### src/rtl/mul_acc_iter_pkg.sv
// rtl/mul_acc_iter_pkg.sv - shared op/state encodings and defaults for the iterative MAC
package mul_acc_iter_pkg;

    localparam int DEF_WIDTH          = 32;
    localparam int DEF_BITS_PER_CYCLE = 8;

    typedef enum logic [1:0] {
        OP_MUL  = 2'b00,
        OP_MLA  = 2'b01,
        OP_MULL = 2'b10,
        OP_MLAL = 2'b11
    } op_e;

    typedef enum logic [1:0] {
        S_IDLE = 2'b00,
        S_MULT = 2'b01,
        S_ACC  = 2'b10,
        S_DONE = 2'b11
    } state_e;

    // Long ops (MULL/MLAL) return the full 2W-bit product.
    function automatic logic is_long(input op_e op);
        return op[1];
    endfunction

endpackage

### src/rtl/mul_acc_iter_if.sv
// rtl/mul_acc_iter_if.sv - request/result handshake bundle for mul_acc_iter
interface mul_acc_iter_if #(
    parameter int WIDTH = 32
);
    logic             in_Valid;
    logic             out_InReady;
    logic [1:0]       in_Op;
    logic             in_Signed;
    logic [WIDTH-1:0] in_a;
    logic [WIDTH-1:0] in_b;
    logic [WIDTH-1:0] in_AccLow;
    logic [WIDTH-1:0] in_AccHigh;
    logic             in_Flush;
    logic             out_Valid;
    logic             in_OutReady;
    logic [WIDTH-1:0] out_ResultLow;
    logic [WIDTH-1:0] out_ResultHigh;
    logic             out_Neg;
    logic             out_Zero;

    // Requester / result consumer side.
    modport master (
        output in_Valid, in_Op, in_Signed, in_a, in_b, in_AccLow, in_AccHigh,
        output in_Flush, in_OutReady,
        input  out_InReady, out_Valid, out_ResultLow, out_ResultHigh, out_Neg, out_Zero
    );

    // Multiply unit side.
    modport slave (
        input  in_Valid, in_Op, in_Signed, in_a, in_b, in_AccLow, in_AccHigh,
        input  in_Flush, in_OutReady,
        output out_InReady, out_Valid, out_ResultLow, out_ResultHigh, out_Neg, out_Zero
    );

endinterface

### src/rtl/mul_iter_step.sv
// rtl/mul_iter_step.sv - W x K partial-product generator extended to 2W bits
module mul_iter_step
    import mul_acc_iter_pkg::*;
#(
    parameter int WIDTH          = DEF_WIDTH,
    parameter int BITS_PER_CYCLE = DEF_BITS_PER_CYCLE
) (
    input  logic [WIDTH-1:0]          a_i,
    input  logic [BITS_PER_CYCLE-1:0] slice_i,
    input  logic                      signed_i,
    output logic [2*WIDTH-1:0]        pp_o
);

    logic [2*WIDTH-1:0] a_ext;
    logic [2*WIDTH-1:0] slice_ext;

    // Multiplicand is sign- or zero-extended; the multiplier slice is always
    // unsigned, its sign weight is handled once by the correction in ACC.
    assign a_ext     = {{WIDTH{signed_i & a_i[WIDTH-1]}}, a_i};
    assign slice_ext = {{(2*WIDTH-BITS_PER_CYCLE){1'b0}}, slice_i};
    assign pp_o      = a_ext * slice_ext;

endmodule

### src/rtl/mul_acc_iter.sv
// rtl/mul_acc_iter.sv - iterative MUL/MLA/MULL/MLAL unit with valid/ready handshake
module mul_acc_iter
    import mul_acc_iter_pkg::*;
#(
    parameter int WIDTH          = DEF_WIDTH,
    parameter int BITS_PER_CYCLE = DEF_BITS_PER_CYCLE
) (
    input logic          clock,
    input logic          reset,
    mul_acc_iter_if.slave bus
);

    localparam int W     = WIDTH;
    localparam int K     = BITS_PER_CYCLE;
    localparam int C     = W / K;
    localparam int CNT_W = (C > 1) ? $clog2(C) : 1;
    localparam int SH_W  = $clog2(2 * W) + 1;

    state_e            state_q, state_d;
    op_e               op_q, op_d;
    logic              sgn_q, sgn_d;
    logic [W-1:0]      a_q, a_d;
    logic [W-1:0]      b_q, b_d;
    logic              bmsb_q, bmsb_d;
    logic [2*W-1:0]    acc_q, acc_d;
    logic [2*W-1:0]    p_q, p_d;
    logic [SH_W-1:0]   shamt_q, shamt_d;
    logic [CNT_W-1:0]  cnt_q, cnt_d;
    logic [2*W-1:0]    res_q, res_d;
    logic              neg_q, neg_d;
    logic              zero_q, zero_d;

    logic [2*W-1:0]    pp;
    logic [2*W-1:0]    corr;
    logic [2*W-1:0]    sum;
    logic              in_ready;
    logic              out_valid;

    mul_iter_step #(
        .WIDTH          (W),
        .BITS_PER_CYCLE (K)
    ) u_step (
        .a_i      (a_q),
        .slice_i  (b_q[K-1:0]),
        .signed_i (sgn_q),
        .pp_o     (pp)
    );

    // Final sum: a signed multiplier with its top bit set was treated as
    // unsigned during MULT, so remove a * 2^W; then add the accumulator.
    always_comb begin
        corr = '0;
        if (sgn_q && bmsb_q) begin
            corr = {a_q, {W{1'b0}}};
        end
        sum = p_q - corr + acc_q;
    end

    // Next-state, datapath next values and handshake outputs.
    always_comb begin
        state_d   = state_q;
        op_d      = op_q;
        sgn_d     = sgn_q;
        a_d       = a_q;
        b_d       = b_q;
        bmsb_d    = bmsb_q;
        acc_d     = acc_q;
        p_d       = p_q;
        shamt_d   = shamt_q;
        cnt_d     = cnt_q;
        res_d     = res_q;
        neg_d     = neg_q;
        zero_d    = zero_q;
        in_ready  = 1'b0;
        out_valid = 1'b0;

        case (state_q)
            S_IDLE: begin
                in_ready = 1'b1;
            end
            S_MULT: begin
                p_d     = p_q + (pp << shamt_q);
                b_d     = b_q >> K;
                shamt_d = shamt_q + SH_W'(K);
                cnt_d   = cnt_q + CNT_W'(1);
                if (cnt_q == CNT_W'(C - 1)) begin
                    state_d = S_ACC;
                end
            end
            S_ACC: begin
                if (is_long(op_q)) begin
                    res_d  = sum;
                    neg_d  = sum[2*W-1];
                    zero_d = (sum == '0);
                end else begin
                    res_d  = {{W{1'b0}}, sum[W-1:0]};
                    neg_d  = sum[W-1];
                    zero_d = (sum[W-1:0] == '0);
                end
                state_d = S_DONE;
            end
            S_DONE: begin
                out_valid = 1'b1;
                in_ready  = bus.in_OutReady;
                if (bus.in_OutReady) begin
                    state_d = S_IDLE;
                end
            end
            default: begin
                state_d = S_IDLE;
            end
        endcase

        if (in_ready && bus.in_Valid && !bus.in_Flush) begin
            op_d    = op_e'(bus.in_Op);
            sgn_d   = bus.in_Signed;
            a_d     = bus.in_a;
            b_d     = bus.in_b;
            bmsb_d  = bus.in_b[W-1];
            p_d     = '0;
            shamt_d = '0;
            cnt_d   = '0;
            case (op_e'(bus.in_Op))
                OP_MLAL: acc_d = {bus.in_AccHigh, bus.in_AccLow};
                OP_MLA:  acc_d = {{W{1'b0}}, bus.in_AccLow};
                default: acc_d = '0;
            endcase
            state_d = S_MULT;
        end

        // Abort wins over everything, including a result being formed in ACC.
        if (bus.in_Flush) begin
            state_d = S_IDLE;
            res_d   = res_q;
            neg_d   = neg_q;
            zero_d  = zero_q;
        end
    end

    // State and datapath registers.
    always_ff @(posedge clock or negedge reset) begin
        if (!reset) begin
            state_q <= S_IDLE;
            op_q    <= OP_MUL;
            sgn_q   <= 1'b0;
            a_q     <= '0;
            b_q     <= '0;
            bmsb_q  <= 1'b0;
            acc_q   <= '0;
            p_q     <= '0;
            shamt_q <= '0;
            cnt_q   <= '0;
            res_q   <= '0;
            neg_q   <= 1'b0;
            zero_q  <= 1'b0;
        end else begin
            state_q <= state_d;
            op_q    <= op_d;
            sgn_q   <= sgn_d;
            a_q     <= a_d;
            b_q     <= b_d;
            bmsb_q  <= bmsb_d;
            acc_q   <= acc_d;
            p_q     <= p_d;
            shamt_q <= shamt_d;
            cnt_q   <= cnt_d;
            res_q   <= res_d;
            neg_q   <= neg_d;
            zero_q  <= zero_d;
        end
    end

    assign bus.out_InReady    = in_ready;
    assign bus.out_Valid      = out_valid;
    assign bus.out_ResultLow  = res_q[W-1:0];
    assign bus.out_ResultHigh = res_q[2*W-1:W];
    assign bus.out_Neg        = neg_q;
    assign bus.out_Zero       = zero_q;

endmodule

### src/flat_wrapper.sv
// flat-port wrapper written by rule: the top's interface ports become plain ports
module mul_acc_iter_flat import mul_acc_iter_pkg::*;
#(
    parameter int WIDTH          = DEF_WIDTH,
    parameter int BITS_PER_CYCLE = DEF_BITS_PER_CYCLE
)
  (clock, reset, bus_in_Valid, bus_in_Op, bus_in_Signed, bus_in_a, bus_in_b, bus_in_AccLow, bus_in_AccHigh, bus_in_Flush, bus_in_OutReady, bus_out_InReady, bus_out_Valid, bus_out_ResultLow, bus_out_ResultHigh, bus_out_Neg, bus_out_Zero);
  mul_acc_iter_if #(.WIDTH(WIDTH)) bus_i ();
  input logic clock;
  input logic reset;
  input wire logic [$bits(bus_i.in_Valid)-1:0] bus_in_Valid;
  input wire logic [$bits(bus_i.in_Op)-1:0] bus_in_Op;
  input wire logic [$bits(bus_i.in_Signed)-1:0] bus_in_Signed;
  input wire logic [$bits(bus_i.in_a)-1:0] bus_in_a;
  input wire logic [$bits(bus_i.in_b)-1:0] bus_in_b;
  input wire logic [$bits(bus_i.in_AccLow)-1:0] bus_in_AccLow;
  input wire logic [$bits(bus_i.in_AccHigh)-1:0] bus_in_AccHigh;
  input wire logic [$bits(bus_i.in_Flush)-1:0] bus_in_Flush;
  input wire logic [$bits(bus_i.in_OutReady)-1:0] bus_in_OutReady;
  output wire logic [$bits(bus_i.out_InReady)-1:0] bus_out_InReady;
  output wire logic [$bits(bus_i.out_Valid)-1:0] bus_out_Valid;
  output wire logic [$bits(bus_i.out_ResultLow)-1:0] bus_out_ResultLow;
  output wire logic [$bits(bus_i.out_ResultHigh)-1:0] bus_out_ResultHigh;
  output wire logic [$bits(bus_i.out_Neg)-1:0] bus_out_Neg;
  output wire logic [$bits(bus_i.out_Zero)-1:0] bus_out_Zero;
  assign bus_i.in_Valid = bus_in_Valid;
  assign bus_i.in_Op = bus_in_Op;
  assign bus_i.in_Signed = bus_in_Signed;
  assign bus_i.in_a = bus_in_a;
  assign bus_i.in_b = bus_in_b;
  assign bus_i.in_AccLow = bus_in_AccLow;
  assign bus_i.in_AccHigh = bus_in_AccHigh;
  assign bus_i.in_Flush = bus_in_Flush;
  assign bus_i.in_OutReady = bus_in_OutReady;
  assign bus_out_InReady = bus_i.out_InReady;
  assign bus_out_Valid = bus_i.out_Valid;
  assign bus_out_ResultLow = bus_i.out_ResultLow;
  assign bus_out_ResultHigh = bus_i.out_ResultHigh;
  assign bus_out_Neg = bus_i.out_Neg;
  assign bus_out_Zero = bus_i.out_Zero;
  mul_acc_iter #(.WIDTH(WIDTH), .BITS_PER_CYCLE(BITS_PER_CYCLE)) u_core (.clock(clock), .reset(reset), .bus(bus_i));
endmodule
### config.mk
export PLATFORM = sky130hd
export DESIGN_NAME = mul_acc_iter_flat
export DESIGN_NICKNAME = d
export VERILOG_FILES = /design/src/rtl/mul_acc_iter_pkg.sv /design/src/rtl/mul_acc_iter_if.sv /design/src/rtl/mul_iter_step.sv /design/src/rtl/mul_acc_iter.sv /design/src/flat_wrapper.sv
export SDC_FILE = /design/constraint.sdc
export NUM_CORES = 2
export LEC_CHECK = 0
export BUFFER_PORTS_ARGS = -buffer_cell sky130_fd_sc_hd__buf_2
export CAP_MARGIN = 20
export CORE_MARGIN = 4
export CORE_UTILIZATION = 35
export CTS_BUF_LIST = sky130_fd_sc_hd__clkbuf_8
export DETAILED_ROUTE_END_ITERATION = 10
export HOLD_SLACK_MARGIN = 0.1
export PLACE_DENSITY = 0.48
export SETUP_SLACK_MARGIN = 0.4
export SLEW_MARGIN = 20
export SYNTH_ARGS = -nofsm -noshare
export SYNTH_HDL_FRONTEND = slang
export SYNTH_SLANG_ARGS = --single-unit
### constraint.sdc
create_clock -name clock -period 13.2 [get_ports clock]
set_input_delay 2.64 -clock clock [delete_from_list [all_inputs] [get_ports clock]]
set_output_delay 2.64 -clock clock [all_outputs]
set_load 0.05 [all_outputs]
Word level (Yosys, flattened, before mapping)

Index checks and enable logic that the tools add are counted.

Flip-flop bits (word level): 273
Output and inout port bits: 68
Logic and storage cells: 61

$add $sub $neg: 5
Multiply operators: 1
Eq/ne operators: 8
Shifts and indexed selects: 1
Mux-type cells: 20
Bitwise gates (word level): 2
Reduce and logical (&&, ||, !) cells: 11

Operators with widths:

| cell                | count |
|---|---|
| $mux 64             | 4 |
| $add 64x64->64      | 2 |
| $pmux 64 s2         | 1 |
| $logic_not 64->1    | 1 |
| $mux 32             | 2 |
| $shl 64x7->64       | 1 |
| $sub 64x64->64      | 1 |
| $mul 33x9->42       | 1 |
| $logic_not 32->1    | 1 |
| $mux 7              | 2 |
| $mux 2              | 6 |
| $eq 2x2->1 const B  | 4 |
| $add 7x4->7 const B | 1 |
| $pmux 2 s3          | 1 |
| $reduce_bool 5->1   | 1 |
| $eq 2x1->1 const B  | 2 |
| $ne 4x2->1 const B  | 1 |
| $ne 4x3->1 const B  | 1 |
| $logic_and 1x1->1   | 3 |
| $mux 1              | 3 |
| $reduce_and 3->1    | 1 |
| $add 2x1->2 const B | 1 |
| $logic_not 2->1     | 1 |
| $pmux 1 s2          | 1 |
| other kinds (5)     | 5 |

Longest topological paths before layout

Word-level depth: 6
Gate-level depth with buffers: 39

Modules after synthesis

Synthesis repeated with hierarchy kept, for this count alone.

Cells, all modules: 3875
Area, all modules: 31455.2 µm²

By module, submodules not included:

| module        | times used | cells each | area each (µm²) | sequential area each (µm²) |
|---|---|---|---|---|
| mul_acc_iter  | 1          | 2748       | 21992.3         | 6731.5 |
| mul_iter_step | 1          | 1127       | 9462.8          | 0.0 |

Worst setup path before layout

Ideal clock, no wire load.

Path kind: register -> register
Start point: register u_core.b_q[0]
End point: register u_core.p_q[63]
Library setup time: 78 ps
Arrival: 8162 ps
Path slack: 4960 ps
Cell stages (with the launch flop): 36
Path buffers: 3
Period minus slack after synthesis: 8240 ps
Cell sequence: dfrtp_1 -> clkbuf_1 -> clkbuf_1 -> nand2_1 -> fa_1 -> inv_1 -> fa_1 -> fa_1 -> inv_1 -> fa_1 -> inv_1 -> ha_1 -> and4_1 -> o21a_1 -> a2111oi_2 -> o21bai_1 -> a21oi_1 -> nor2_1 -> a311oi_1 -> xnor2_1 -> mux2i_1 -> o21ai_0 -> and2_1 -> ha_1 -> clkbuf_1 -> or3_1 -> and4_1 -> a31o_2 -> nor3_1 -> a211oi_1 -> o21ai_0 -> a31oi_1 -> a221oi_1 -> xor2_1 -> or3_1 -> a21oi_1

Cells in the longest elaborated chain, start to end: 5

RTL lines:

| element                | line                | RTL |
|---|---|---|
| from (decl)            | mul_acc_iter.sv:23  | `logic [W-1:0] b_q, b_d;` |
| from (signal assigned) | mul_acc_iter.sv:147 | `b_q <= '0;` |
| from (signal assigned) | mul_acc_iter.sv:161 | `b_q <= b_d;` |
| $mul 33x9->42          | mul_iter_step.sv:21 | `assign pp_o = a_ext * slice_ext;` |
| $shl 64x7->64          | mul_acc_iter.sv:82  | `p_d = p_q + (pp << shamt_q);` |
| $add 64x64->64         | mul_acc_iter.sv:82  |  |
| $mux 64                | mul_acc_iter.sv:77  | `case (state_q)` |
| $mux 64                | mul_acc_iter.sv:114 | `if (in_ready && bus.in_Valid && !bus.in_Flush) begin` |
| to (signal assigned)   | mul_acc_iter.sv:164 | `p_q <= p_d;` |
| to (decl)              | mul_acc_iter.sv:26  | `logic [2*W-1:0] p_q, p_d;` |

No other way between the ends. The select of a mux whose other input is x is not followed.
A chain may end at the register's enable or synchronous reset.

Worst setup path after layout

Same ends and word-level chain as after synthesis.

==> impl_metrics.yaml <==
critical_path:
  max_stage_delay_ns: 0.57
  critPathSlowestCell: "fa_1"
  startpoint_type: "register"
  cp_data_required_time_ns: 13.82
  cp-end-kind: "register"
  cp_data_arrival_time_ns: 10.76
  crit_type: "reg2reg"
  worstPathMaxFanout: 27
timing:
  clock-skew-final_ns: 0.0589
  rsz0062_at_grt: "no"
  hold_ws_ns: 0.467
  worst_pin_slew_ns: 1.11
  finalCritPeriodShare_pct: 76.8
  fin_ws_ns: 3.07
  fmax_mhz: 98.7
  final-setup-viol-count: 0
  hold_violations: 0
  drv_slew: 0
  slew_headroom_pct: 24.2
  tns_ns: 0
  min_period_ns: 10.13
clocking:
  ctsRootBufferMaster: "clkbuf_8"
  clk_path_buf_depth: 3
  cts_resized: 0
  cts_hold_buf: 0
  cts_tree: "done"
  cts_made_buffers: 54
  cts.sinks: 269
  clk_latency_ns: 0.71
  cts_max_level: 2
  cts_setup_buffers: 0
  clk_pin_slew_worst_paths_ns: 0.07
route:
  drt_iter0_markers: 2084
  postRouteAntennaNets: 0
  avgViaCountPerCell: 5.19
  top_layer: "met4"
  num_vias: 26800
  wl_met2_mm: 49.5
  wirelength_mm: 105
  met3_length_mm: 4.67
  met1_length_mm: 48.7
  drc: 0
  dr.pass1.iters: 5
  wl_per_cell_um: 20.4
final_layout:
  multiInputGateArea_um2: 21400
  regArea_um2: 6730
  syn_to_final_growth_pct: 9.84
  nets: 4563
  drive_gt1_share_pct: 9.48
  fillCellCount: 9280
  final_core_util_pct: 38.7
global_routing:
  grt_pass1_wl_mm: 164
  antenna_found_initial: 9
  overflow: 0
  grt_max_degree: 166
  grt_pass1_vias: 27300
  globalRouteTotalUtil_pct: 22.2
synthesis:
  synth_seq_cells: 269
  syn_avg_cell_area_um2: 8.02
  ys_seq_area_share_pct: 21.6
  yosys_warnings: 0
  synth_edf_count: 0
  synth_fp_nets: 4498
  yosysTopAreaCellShare_pct: 21.6
  yosysUniqueCellTypes: 96
  yosys.area.top_type: "dfrtp_1"
  ys.flop_type: "dfrtp_1"
  synth_cells: 3879
  ys_async_sr_fraction_pct: 100
  syn_area_um2: 31100
  synth_area_leaders: "dfrtp_1 22%, fa_1 15%, ha_1 9.9%"
die:
  start_util_pct: 35.2
  fp-row-count: 109
  core_um2: 88400
  die_h_um: 306
  die_w_um: 306
  pin_count: 204
  dieArea_um2: 93800
placed_design:
  pre_cts_slack_ns: 3.10
  io_buffers: 203
  gp_congestion: 0.903
  hpwl_mm: 81.9
job:
  max_cap_violations: 0
min_path:
  worstHoldPathType: "reg2reg"
run_status:
  status: "complete, no violations"
[layout by cell type (no fill, tap or decap), types with 11 or more instances in the layout]
cell / count
fa_1: 236
buf_4: 32
a211oi_1: 33
inv_1: 568
xor2_1: 52
buf_2: 202
or3_1: 11
a21o_1: 54
xnor2_1: 93
a2111oi_0: 11
a31oi_1: 27
nor2b_1: 14
nand2b_1: 21
nand2_1: 508
ha_1: 246
nor3_1: 42
or2_2: 12
nor2_1: 223
nand3_1: 100
dfrtp_1: 269
clkbuf_8: 65
a22o_1: 17
mux2i_1: 101
o21ai_0: 245
nand4_1: 41
o21a_1: 26
a21oi_1: 246
o31ai_1: 13
and3_1: 53
o21bai_1: 24
and2_1: 185
[metrics by stage]
| stage | instances | cell area, um2 |
|---|---|---|
| after floorplan | 3879 | 31100 |
| after global placement | 5053 | 33000 |
| after detailed placement | 5053 | 33000 |
| after CTS | 5152 | 34200 |
| after global routing | 5153 | 34200 |
| final | 5153 | 34200 |
[Yosys cell counts, drive strengths merged (11+ instances only)]
library cell and count:
o21bai 24, nand4 42, nand2 508, and3 56
a21oi 250, a2111oi 14, nor3 42, a22o 17
o31ai 13, dfrtp 269, xnor2 93, inv 550
a31oi 27, fa 236, nor2 224, nor4 12
buf 44, and2 186, nand2b 23, or3 11
ha 247, o21a 26, clkbuf 183, xor2 52
mux2i 101, nand3 100, nor2b 14, a211oi 35
a21o 56, o21ai 251, a21boi 11, or2 13
[flip-flops by register name, indices dropped and copies added, names as in the netlist]
register             count
u_core.acc_q            64
u_core.p_q              64
u_core.res_q            64
u_core.a_q              32
u_core.b_q              32
u_core.shamt_q           4
u_core.cnt_q             2
u_core.state_q           2
u_core.bmsb_q            1
u_core.bus.out_Neg       1
u_core.bus.out_Zero      1
u_core.op_q              1
u_core.sgn_q             1
[path summary, 6_finish.rpt]
kind / from / end / slack (ns) / cells past startpoint
setup / recovery: u_core.b_q[0]$_DFFE_PN0P_ / u_core.p_q[63]$_DFFE_PN0P_ / 3.07 / 35
hold / removal: u_core.res_q[50]$_DFFE_PN0P_ / u_core.res_q[50]$_DFFE_PN0P_ / 0.47 / 2
setup reg to reg: u_core.b_q[0]$_DFFE_PN0P_ / u_core.p_q[63]$_DFFE_PN0P_ / 3.07 / 35
hold reg to reg: u_core.res_q[50]$_DFFE_PN0P_ / u_core.res_q[50]$_DFFE_PN0P_ / 0.47 / 2
max in group asynchronous: reset / u_core.a_q[29]$_DFFE_PN0P_ / 9.14 / 3
min in group asynchronous: reset / u_core.res_q[2]$_DFFE_PN0P_ / 1.91 / 1
[routing by layer]
metal / up-vias / track usage (%)
li1: 13000 / -
met1: 12900 / 31.1
met2: 680 / 37.3
met3: 126 / 2.21
met4: 0 / 5.03
met5: - / 0
[worst max-delay path, delay by kind of cell (launching register included)]
kind	cells	cell delay, ns
buf+inv	4	0.61
simple gates	8	1.89
fa+ha+maj	6	2.70
compound gates	14	3.40
flops	1	0.53
mux	1	0.31
xor+xnor	2	0.58
[logic make-up after synthesis]
family / after synthesis / share of synthesized area (%)
AO/OA/AOI/OAI: 825 / 16.5
AND/OR/NAND/NOR: 1270 / 19.5
multiplexers: 109 / 3.54
adder cells (fa/ha/maj): 483 / 25.1
buffers and inverters: 778 / 9.59
XOR/XNOR: 145 / 4.08
flip-flops: 269 / 21.6
[area by class of cell]
type | instances | share of cell area (%)
Clock buffer | 65 | 2.62
Multi-Input combinational cell | 2832 | 62.7
Timing Repair Buffer | 236 | 3.76
Inverter | 551 | 6.05
Clock inverter | 34 | 0.929
Tap cell | 1165 | 4.26
Sequential cell | 269 | 19.7
Antenna cell | 1 | 0.00732
Power is not shown: default switching activity piles up to over one toggle a cycle in this logic, so the estimate is an artifact.
